--- src/rtl/alu_op_sequencer.sv ---
// Operand/opcode sequencer for the 8-bit ALU stage. It collects the bytes A, B and the opcode, drives the ALU, waits the settle time, captures the result and hands it downstream.
// Build option: defining ILLEGAL_OP_TRAP_EN traps opcodes above 8 and reports them on out_err.
module alu_op_sequencer #(
  parameter int DATA_W      = 8,
  parameter int OP_W        = 4,
  parameter int DEC_W       = 16,
  parameter int EXEC_CYCLES = 1
) (
  input  logic              clk,
  input  logic              reset,
  input  logic              in_valid,
  output logic              in_ready,
  input  logic [DATA_W-1:0] in_data,
  output logic [DATA_W-1:0] alu_a,
  output logic [DATA_W-1:0] alu_b,
  output logic [DEC_W-1:0]  alu_opdec,
  input  logic              alu_neg,
  input  logic [DATA_W/2-1:0] alu_rl,
  input  logic [DATA_W/2-1:0] alu_rh,
  output logic              out_valid,
  input  logic              out_ready,
  output logic [DATA_W-1:0] out_result,
  output logic              out_neg,
  output logic              out_err,
  output logic              busy,
  output logic [7:0]        op_count,
  output logic [2:0]        dbg_state
);

  // Handshakes: a byte moves when in_valid && in_ready at a rising edge, and a result moves
  // when out_valid && out_ready at a rising edge. Neither ready depends on its own valid.

  typedef enum logic [2:0] {
    S_A    = 3'd0,
    S_B    = 3'd1,
    S_OP   = 3'd2,
    S_EXEC = 3'd3,
    S_RESP = 3'd4
  } state_t;

  localparam logic [7:0] CNT_LAST = 8'(EXEC_CYCLES - 1);

  state_t              state_q, state_d;
  logic [DATA_W-1:0]   a_q, a_d;
  logic [DATA_W-1:0]   b_q, b_d;
  logic [DEC_W-1:0]    opdec_q, opdec_d;
  logic [7:0]          cnt_q, cnt_d;
  logic [DATA_W-1:0]   result_q, result_d;
  logic                neg_q, neg_d;
  logic                err_q, err_d;
  logic [7:0]          op_count_q, op_count_d;
  logic                in_xfer;
  logic                op_illegal;

`ifdef ILLEGAL_OP_TRAP_EN
  assign op_illegal = (in_data[OP_W-1:0] > OP_W'(8));
`else
  assign op_illegal = 1'b0;
`endif

  assign in_ready = (state_q == S_A) || (state_q == S_B) || (state_q == S_OP);
  assign in_xfer  = in_valid && in_ready;

  always_comb begin
    state_d    = state_q;
    a_d        = a_q;
    b_d        = b_q;
    opdec_d    = opdec_q;
    cnt_d      = cnt_q;
    result_d   = result_q;
    neg_d      = neg_q;
    err_d      = err_q;
    op_count_d = op_count_q;
    case (state_q)
      S_A: begin
        if (in_xfer) begin
          a_d     = in_data;
          state_d = S_B;
        end
      end
      S_B: begin
        if (in_xfer) begin
          b_d     = in_data;
          state_d = S_OP;
        end
      end
      S_OP: begin
        if (in_xfer) begin
          if (op_illegal) begin
            // Trapped opcode: the ALU never sees it, so go straight to the response.
            opdec_d  = '0;
            result_d = '0;
            neg_d    = 1'b0;
            err_d    = 1'b1;
            state_d  = S_RESP;
          end else begin
            opdec_d = DEC_W'(1) << in_data[OP_W-1:0];
            cnt_d   = '0;
            state_d = S_EXEC;
          end
        end
      end
      S_EXEC: begin
        cnt_d = cnt_q + 8'd1;
        if (cnt_q == CNT_LAST) begin
          result_d = {alu_rh, alu_rl};
          neg_d    = alu_neg;
          err_d    = 1'b0;
          state_d  = S_RESP;
        end
      end
      S_RESP: begin
        if (out_ready) begin
          op_count_d = op_count_q + 8'd1;
          opdec_d    = '0;
          state_d    = S_A;
        end
      end
      default: state_d = S_A;
    endcase
  end

  always_ff @(posedge clk or posedge reset) begin
    if (reset) begin
      state_q    <= S_A;
      a_q        <= '0;
      b_q        <= '0;
      opdec_q    <= '0;
      cnt_q      <= '0;
      result_q   <= '0;
      neg_q      <= 1'b0;
      err_q      <= 1'b0;
      op_count_q <= '0;
    end else begin
      state_q    <= state_d;
      a_q        <= a_d;
      b_q        <= b_d;
      opdec_q    <= opdec_d;
      cnt_q      <= cnt_d;
      result_q   <= result_d;
      neg_q      <= neg_d;
      err_q      <= err_d;
      op_count_q <= op_count_d;
    end
  end

  assign alu_a      = a_q;
  assign alu_b      = b_q;
  assign alu_opdec  = opdec_q;
  assign out_valid  = (state_q == S_RESP);
  assign out_result = result_q;
  assign out_neg    = neg_q;
  assign out_err    = err_q;
  assign busy       = (state_q == S_EXEC) || (state_q == S_RESP);
  assign op_count   = op_count_q;
  assign dbg_state  = state_q;

endmodule

--- config.mk ---
export PLATFORM = sky130hd
export DESIGN_NAME = alu_op_sequencer
export DESIGN_NICKNAME = d
export VERILOG_FILES = /design/src/rtl/alu_op_sequencer.sv
export SDC_FILE = /design/constraint.sdc
export NUM_CORES = 1
export LEC_CHECK = 0
export CAP_MARGIN = 20
export CELL_PAD_IN_SITES_DETAIL_PLACEMENT = 1
export CELL_PAD_IN_SITES_GLOBAL_PLACEMENT = 1
export CORE_MARGIN = 2
export CORE_UTILIZATION = 27
export CTS_CLUSTER_SIZE = 16
export DETAILED_ROUTE_END_ITERATION = 10
export PLACE_DENSITY_LB_ADDON = 0.1
export SYNTH_ARGS = -nofsm -noshare
export SYNTH_HDL_FRONTEND = slang
export SYNTH_SLANG_ARGS = --single-unit
--- constraint.sdc ---
create_clock -name clk -period 4.29 [get_ports clk]
set_input_delay 0.429 -clock clk [delete_from_list [all_inputs] [get_ports clk]]
set_output_delay 0.429 -clock clk [all_outputs]
set_load 0.05 [all_outputs]
---- After elaboration in Yosys (flattened, before gate mapping) ----
Index checks and enable logic that the tools add are counted.
Widths: inputs -> output; s select.
storage, ports and cells
  input port bits ......................... 21
  bits in registers ....................... 60
  output and inout port bits .............. 56
  word-level logic and storage cells ...... 46
cells by class
  multiplexer cells ....................... 11
  add/sub/neg operators ................... 2
  shifts and indexed selects .............. 1
  equal/unequal tests ..................... 9
  reductions and logical operators ........ 15
operators with widths
  operator              count
  $mux 16               2
  $pmux 16 s2           1
  $add 8x1->8 const B   2
  $pmux 8 s2            1
  $shl 1x4->16 const A  1
  $mux 3                5
  $pmux 3 s5            1
  $reduce_and 2->1      5
  $logic_not 8->1       1
  $mux 8                1
  $ne 2x2->1 const B    4
  $eq 3x2->1 const B    2
  $reduce_and 5->1      1
  $reduce_bool 2->1     2
  $eq 3x1->1 const B    1
  $eq 3x3->1 const B    1
  $logic_not 3->1       1
  $logic_or 1x1->1      3
  $reduce_and 3->1      1
  $ne 2x1->1 const B    1
  $logic_and 1x1->1     1

---- Depth between registers and ports, before layout ----
Gate-level depths: netlist of the first run.
  word-level depth ........................ 6
  gate-level depth with buffers ........... 6
  gate-level depth less buffers ........... 5

---- Least setup slack after synthesis of the first run ----
OpenSTA, ideal clock, no wires.
  path type ............................... reg2out
  start point ............................. register state_q[2], in the netlist dbg_state[2]
  end point ............................... output port busy
  cell stages (with the launch flop) ...... 5
  slack ................................... 2.080 ns
  data arrival time ....................... 1.781 ns
  required time ........................... 3.861 ns
  buffers on the path ..................... 2
  cell sequence ........................... dfrtp_1 > or3b_2 > clkbuf_1 > clkbuf_1 > nand2_1
on the way
  word-level cells in the longest chain between the ends .. 2
  elaborated cells between the ends (all ways) .. 3
  those cells by class .................... 2 x eq/ne; 1 x reduce/logical
RTL lines
  what                                             line  RTL
  start, declared                                  43    state_t state_q, state_d;
  start signal, assigned                           135   state_q <= state_d;
  $eq 3x2->1 / $eq 3x3->1 (equally long branches)  154   assign busy = (state_q == S_EXEC) || (state_q == S_RESP);
  $logic_or 1x1->1 *                               154
  end, declared                                    25    output logic busy,
Every way passes the cells marked *; elsewhere a longest branch is shown, timed or not.

---- Worst setup path after layout of the first run ----
Same ends and word-level chain as after synthesis.

==> results of run 1 <==
-- final cells by class --
type / instances / area (µm²) / share of cell area [%]
Clock buffer: 12 / 155.1 / 4.006
Clock inverter: 4 / 95.09 / 2.456
Inverter: 5 / 18.77 / 0.4847
Multi-Input combinational cell: 137 / 1162 / 30.02
Sequential cell: 60 / 1501 / 38.77
Tap cell: 133 / 166.4 / 4.297
Timing Repair Buffer: 78 / 773.2 / 19.97
-- final timing paths --
| path | slack, ns | start | endpoint | cells past startpoint |
|---|---|---|---|---|
| max | 1.33 | dbg_state[2] | busy | 3 |
| min | 0.48 | op_count[7] | op_count[7] | 1 |
| max reg2reg | 1.91 | dbg_state[1] | out_neg | 3 |
| min reg2reg | 0.48 | op_count[7] | op_count[7] | 1 |
| max in group asynchronous | 2.86 | reset | op_count[3] | 3 |
| min in group asynchronous | 0.60 | reset | alu_b[5] | 2 |
-- cell families (layout without fill, tap and decap cells) --
family                     after synthesis  in the layout  share of synthesized area, %
AOI/OAI and AO/OA                       13             13                         3.244
other                                    1              1                        0.1369
xor gates and xnor gates                 7              7                         2.239
and+or+nand+nor                         66             66                         15.03
adders and majority gates                3              3                         1.371
DFF                                     60             60                         54.82
buffers and inverters                   16             99                         2.741
muxes                                   47             47                         20.42
-- routing by layer --
metal / vias up / wire length (µm)
li1: 916 / -
met1: 978 / 3153
met2: 56 / 3124
met3: 11 / 329
met4: 0 / 102
met5: - / 0
-- sequential cells by signal, summed over array words and instances (netlist names) --
signal,count
alu_b,8
dbg_state,3
alu_a,8
cnt_q,8
op_count,8
out_result,8
out_neg,1
alu_opdec,16
-- layout by cell type, fill, tap and decap left out, types with 3 or more instances in the layout --
cell                              count
sky130_fd_sc_hd__clkbuf_8            11
sky130_fd_sc_hd__mux2i_1              3
sky130_fd_sc_hd__ha_1                 3
sky130_fd_sc_hd__nand2_1             11
sky130_fd_sc_hd__a21oi_1              3
sky130_fd_sc_hd__nor2b_1              4
sky130_fd_sc_hd__nor3_1               4
sky130_fd_sc_hd__clkdlybuf4s50_1     75
sky130_fd_sc_hd__nand3b_1             3
sky130_fd_sc_hd__and3_1              17
sky130_fd_sc_hd__nand3_1              7
sky130_fd_sc_hd__mux2_2              35
sky130_fd_sc_hd__buf_4                3
sky130_fd_sc_hd__bufinv_16            3
sky130_fd_sc_hd__dfrtp_1             60
sky130_fd_sc_hd__mux2_4               9
sky130_fd_sc_hd__xnor2_1              6
sky130_fd_sc_hd__inv_1                4
-- metrics by stage --
step | instances | area (µm²) | worst slack [ns] | power (mW)
2_1_floorplan | 213 | 2739 | 2.080 | 2.102
3_3_place_gp | 413 | 3622 | 1.710 | 2.635
3_5_place_dp | 413 | 3622 | 1.656 | 2.658
4_1_cts | 429 | 3872 | 1.281 | 3.320
5_1_grt | 429 | 3872 | 1.167 | 3.435
6_report | 429 | 3872 | 1.329 | 3.265
-- where the power goes --
part,total (mW),internal [mW],switching (mW)
logic,1.70,0.652,1.05
clock network,0.637,0.417,0.219
registers,0.931,0.770,0.161
total,3.26,1.84,1.43
-- worst max-delay path, cell delays in order, from the launching register on --
cell	delay (ns)
sky130_fd_sc_hd__dfrtp_1	0.59
sky130_fd_sc_hd__or3b_2	0.66
sky130_fd_sc_hd__nand2_1	0.13
sky130_fd_sc_hd__clkdlybuf4s50_1	0.82
==> impl_summary.txt, run 1 <==
----------------------------------------------------
[Floorplanning]
  Core Region ... 9819 µm²
  Die Wd ... ~100 µm
  Overall die height ... between 100 and 150 µm
  Initial core utilization ... about 28%
  Total Die Area ... between 10000 and 15000 µm²
  Number of placed I/O pins ... 77
  Standard-cell rows ... 36

[Final layout]
  Share of layout cells above drive strength 1 ... 23.31%
  Nets ... about 320
  Final core utilization ... around two fifths
  Area growth, synth to finish ... 41.39%
  Layout fillers ... ~1100
  # diodes ... 0

[Clock tree]
  Post-cts repair resize count ... 0
  CTS clk-pin slew, worst paths ... around 0.070 ns
  Total clock buffers created by CTS ... 9
  Number of clock sinks ... 60
  Number of levels in the clock H-tree ... 3
  Clock Root Buffer ... sky130_fd_sc_hd__clkbuf_8
  CTS tree ... yes
  Clk Latency, worst-skew pair ... approximately 0.33 ns
  Total of hold buffers inserted after clock tree synthesis ... 0
  Post-CTS Setup Bufs ... 0
  Max clock buf depth ... 2

[Synth]
  Average footprint of a synthesized cell ... 12.86 µm²
  Net count of the mapped netlist ... around 240
  Proportion of register bits with asynchronous set or reset after synthesis ... 100.0%
  Leading post-synthesis cells by cell area ... sky130_fd_sc_hd__dfrtp_1 (55%), sky130_fd_sc_hd__mux2_2 (14%), sky130_fd_sc_hd__mux2_4 (4.9%), sky130_fd_sc_hd__and3_1 (3.9%), sky130_fd_sc_hd__xnor2_1 (1.9%)
  Number of warnings reported in the yosys synthesis log ... 0
  Area share of the leading cell type in the synthesized netlist ... a little over half
  Number of enable flip-flop cells after synthesis ... 0
  Post-synthesis instance area ... between 2000 and 3000 µm²
  Seq/Total Area, Yosys ... 54.82%
  Number of instances in the synthesized netlist ... around 210
  Top-count cell post-synth ... sky130_fd_sc_hd__dfrtp_1
  Library cell with the largest summed area after synthesis ... sky130_fd_sc_hd__dfrtp_1
  Commonest cells post-synth ... sky130_fd_sc_hd__dfrtp_1 (60), sky130_fd_sc_hd__mux2_2 (35), sky130_fd_sc_hd__and3_1 (17), sky130_fd_sc_hd__nand2_1 (11), sky130_fd_sc_hd__mux2_4 (9)
  Library cells used by synthesis ... 40
  Number of flip-flops and latches in the synthesized netlist ... 60
  Primary flip-flop cell chosen by synthesis mapping ... sky130_fd_sc_hd__dfrtp_1

[Setup path]
  Critical path capture point type ... output port
  Data arrival at the endpoint of the critical path ... between 2 and 3 ns
  Largest fanout of any net on the critical path ... 19
  Required time at the worst-slack endpoint ... 3.86 ns
  Category of the critical setup timing path ... reg -> out
  Critical path startpoint category ... register

[Detailed routing]
  Number of iterations in the first detailed-routing pass ... 4
  Routed length per instance ... 15.64 µm
  Avg Vias per Cell ... about 4.6
  Detailed-route DRC error count ... 0
  Antenna Violating Nets Remaining ... 0
  Vias after detailed routing ... just under 2000
  Number of DRC markers after the initial detailed-route iteration ... 86
  Final wirelength ... 6.709 mm

[Timing]
  Final cycle utilization of the critical path ... between 60 and 70%
  Number of hold violations in the final report ... 0
  Hold Worst Slack ... 0.4757 ns
  Slew HR ... approximately two fifths
  Final Max Slew Viols ... 0
  Maximum clock frequency ... roughly 0.34 GHz
  Accumulated negative setup slack ... 0 ns
  RSZ-0062 raised after global routing ... false
  Clock skew ... just under 0.006 ns
  Setup violation total in the final timing report ... 0
  Slew at the pin closest to its max-slew limit ... between 0.9 and 1 ns
  Fin crit period ... 2.961 ns

[Place]
  DP Wirelength ... 4.617 mm
  Global placer's final weighted congestion ... between 0.7 and 0.8
  Quantity of I/O buffers inserted on ports ... 75

[Pwr]
  Leakage power summed over all cells ... roughly 1.7 nW
  Power per unit of standard cell area ... around 840 nW/µm²
  Largest vdd supply drop ... 347.0 µV

[Status]
  Run status ... finished, final reports clean

[Global route]
  Via count of the first global-routing pass ... 2132
  Layer with the highest usage after global routing ... met2
  GR met3 Demand/Resource ... under 10%
  Routing usage on met1 ... roughly 18%
  Met2 track demand over resource in global routing ... roughly a fifth
  Global router's overall resource usage ... around an eighth
  Wire length of the first global-routing pass ... between 10 and 15 mm
  Antenna violations before repair ... 0
  Maximum number of pins on one net before global-route repair ... between 40 and 50
  Total congestion overflow ... 0

[Job]
  Max-cap check violation count ... 0

[Min path]
  Kind of path behind the tightest hold check ... reg -> reg

----------------------------------------------------
Power figures use the tool's default switching activity.
==> run 2: changes to the inputs <==
==> constraint.sdc (replaced) <==
create_clock -name clk -period 2.4 [get_ports clk]
set_input_delay 0.24 -clock clk [delete_from_list [all_inputs] [get_ports clk]]
set_output_delay 0.24 -clock clk [all_outputs]
set_load 0.05 [all_outputs]
==> impl_summary.txt, run 2 (synthesis gave the netlist of run 1 again) <==
----------------------------------------------------
[Status]
  Run status ... finished, final reports clean

[Setup path]
  Highest cell delay on the worst timing path ... 0.63 ns (-0.19 ns)
  Crit-path slowest cell ... sky130_fd_sc_hd__or3_1
  Cell count of the worst reg-to-reg path ... 5 (+2)
  R2R Setup Slk ... 0.17 ns (-1.74 ns)
  Required time at the worst-slack endpoint ... 2.61 ns (-1.25 ns)
  Worst flop-to-flop path endpoint ... out_result[6]
  Critical path startpoint category ... register
  Data arrival at the endpoint of the critical path ... 2.44 ns (-0.09 ns)
  Worst reg2reg startpoint ... cnt_q[0]
  Series of cell instances along the critical path ... inv_1 > ha_1 > or4b_4 > or3_1 > mux2_4
  Category of the critical setup timing path ... reg -> reg
  Critical path capture point type ... register
  Largest fanout of any net on the critical path ... 10 (-9)

[Job]
  Max-cap check violation count ... 0 (unchanged)

[Floorplanning]
  Total Die Area ... 10970 µm² (unchanged)
  Initial core utilization ... 27.89% (unchanged)
  Number of placed I/O pins ... 77 (unchanged)
  Die Wd ... 104.7 µm (unchanged)
  Overall die height ... 104.7 µm (unchanged)
  Core Region ... 9819 µm² (unchanged)
  Standard-cell rows ... 36 (unchanged)

[Detailed routing]
  Antenna Violating Nets Remaining ... 0 (unchanged)
  Detailed-route DRC error count ... 0 (unchanged)
  Final wirelength ... 6.499 mm (-3.1%)
  Number of DRC markers after the initial detailed-route iteration ... 38 (-56%)
  Routed length per instance ... 15.01 µm (-4.0%)
  Avg Vias per Cell ... 4.497 (-1.6%)
  Number of iterations in the first detailed-routing pass ... 4 (unchanged)
  Vias after detailed routing ... 1947 (-0.71%)

[Global route]
  Total congestion overflow ... 0 (unchanged)
  Global router's overall resource usage ... 12.70% (-0.40 points)
  Maximum number of pins on one net before global-route repair ... 61 (+42%)
  Antenna violations before repair ... 0 (unchanged)
  Wire length of the first global-routing pass ... 11.01 mm (-3.0%)
  Via count of the first global-routing pass ... 2057 (-3.5%)

[Timing]
  Maximum clock frequency ... roughly 0.45 GHz
  Final Max Slew Viols ... 0 (unchanged)
  Number of hold violations in the final report ... 0 (unchanged)
  Accumulated negative setup slack ... 0 ns (unchanged)
  Fin crit period ... 2.228 ns
  Final cycle utilization of the critical path ... 92.82%
  Slew at the pin closest to its max-slew limit ... 0.5997 ns (-0.3159 ns)
  Slew HR ... 60.02% (+21 points)
  Clock skew ... 0.007267 ns (+0.001488 ns)
  Hold Worst Slack ... 0.2964 ns (-0.1793 ns)
  RSZ-0062 raised after global routing ... false
  Setup violation total in the final timing report ... 0 (unchanged)

[Clock tree]
  Total clock buffers created by CTS ... 9 (unchanged)
  CTS clk-pin slew, worst paths ... 0.07 ns (about the same)
  Total of hold buffers inserted after clock tree synthesis ... 0 (unchanged)
  Clock Root Buffer ... sky130_fd_sc_hd__clkbuf_8
  Max clock buf depth ... 2 (unchanged)
  Post-cts repair resize count ... 0 (unchanged)
  Number of levels in the clock H-tree ... 3 (unchanged)
  Number of clock sinks ... 60 (unchanged)
  Post-CTS Setup Bufs ... 0 (unchanged)
  Clk Latency, worst-skew pair ... 0.33 ns (about the same)
  CTS tree ... yes

[Place]
  Global placer's final weighted congestion ... 0.7143 (-2.0%)
  Number of instances in the placed design ... 417 (+0.97%)
  DP Wirelength ... 4.493 mm (-2.7%)
  Quantity of I/O buffers inserted on ports ... 75 (unchanged)

[Min path]
  Kind of path behind the tightest hold check ... in -> async

[Final layout]
  Most common library cell in the layout ignoring fill and taps ... sky130_fd_sc_hd__clkdlybuf4s50_1
  # diodes ... 0 (unchanged)
  Nets ... 319 (+1.3%)
  Layout fillers ... 1086 (+0.37%)
  Share of layout cells above drive strength 1 ... 25.00% (+1.7 points)
  Number of standard cells in the layout, taps in and fillers out ... 433 (+0.93%)
  Area growth, synth to finish ... 41.94%
  Largest register FFs ... 16 (unchanged)
  Final core utilization ... 39.59% (+0.15 points)
  Highest-count cells in the layout ignoring fill and taps ... sky130_fd_sc_hd__clkdlybuf4s50_1 (73), sky130_fd_sc_hd__dfrtp_1 (60), sky130_fd_sc_hd__mux2_2 (35)

[Pwr]
  Total design power ... 5.684 mW (+74%)
  Largest vdd supply drop ... 756.8 µV (+120%)
  Leakage power summed over all cells ... 1.760 nW (+0.57%)
  Power per unit of standard cell area ... 1462 nW/µm² (+73%)

----------------------------------------------------
-- run 2: changes by cell type in the layout (fill, tap and decap cells not counted), sizes merged --
cell,delta
buf,+6
bufinv,-2
clkdlybuf4s50,-2
clkinv,+1
clkinvlp,+1
-- run 2: cell type report --
cell class                 instances  area [µm²]  area share (%)
sequential                        60        1501           38.62
multi-input combinational        137        1162           29.90
timing repair buffer              82       835.8           21.50
tap                              133       166.4           4.281
clock buffer                      12       155.1           3.991
clock inverter                     4       47.55           1.223
inverter                           5       18.77          0.4828
-- run 2: report_power, final --
group	switching, mW	internal, mW	total (mW)	leakage, nW
Clock	0.403	0.534	0.937	0.102
Sequential	0.278	1.38	1.65	0.771
Combinational	1.87	1.23	3.09	0.886
-- run 2: routing by layer --
layer,track usage [%],part of all wire (%),up-vias
met1,16.99,47,965
li1,-,-,926
met4,3.143,1.0,0
met3,4.492,5.1,6
met5,0,0,-
met2,19.65,47,50
-- run 2: per-stage QoR --
stage	worst slack, ns	area [µm²]
floorplan	0.2456	2739
global placement	0.2040	3685
detailed placement	0.1651	3685
CTS	0.1520	3887
global route	0.05715	3887
finish	0.1724	3887
-- run 2: how the worst max path moves through the flow --
| stage | startpoint | to | slack [ns] |
|---|---|---|---|
| 5_1_grt | cnt_q[0] | out_result[0] | 0.06 |
| 6_report | cnt_q[0] | out_result[6] | 0.17 |
| 3_5_place_dp | cnt_q[0] | out_result[5] | 0.17 |
| 3_3_place_gp | cnt_q[0] | out_neg | 0.20 |
| 2_1_floorplan | dbg_state[1] | alu_opdec[0] | 0.25 |
| 4_1_cts | cnt_q[0] | out_result[6] | 0.15 |
-- run 2: worst max-delay path, delay by kind of cell, from the launching register on --
| family | cells | cell delay, ns |
|---|---|---|
| simple gates | 2 | 1.10 |
| mux | 1 | 0.39 |
| fa+ha+maj | 1 | 0.13 |
| flops | 1 | 0.42 |
| buf+inv | 1 | 0.07 |
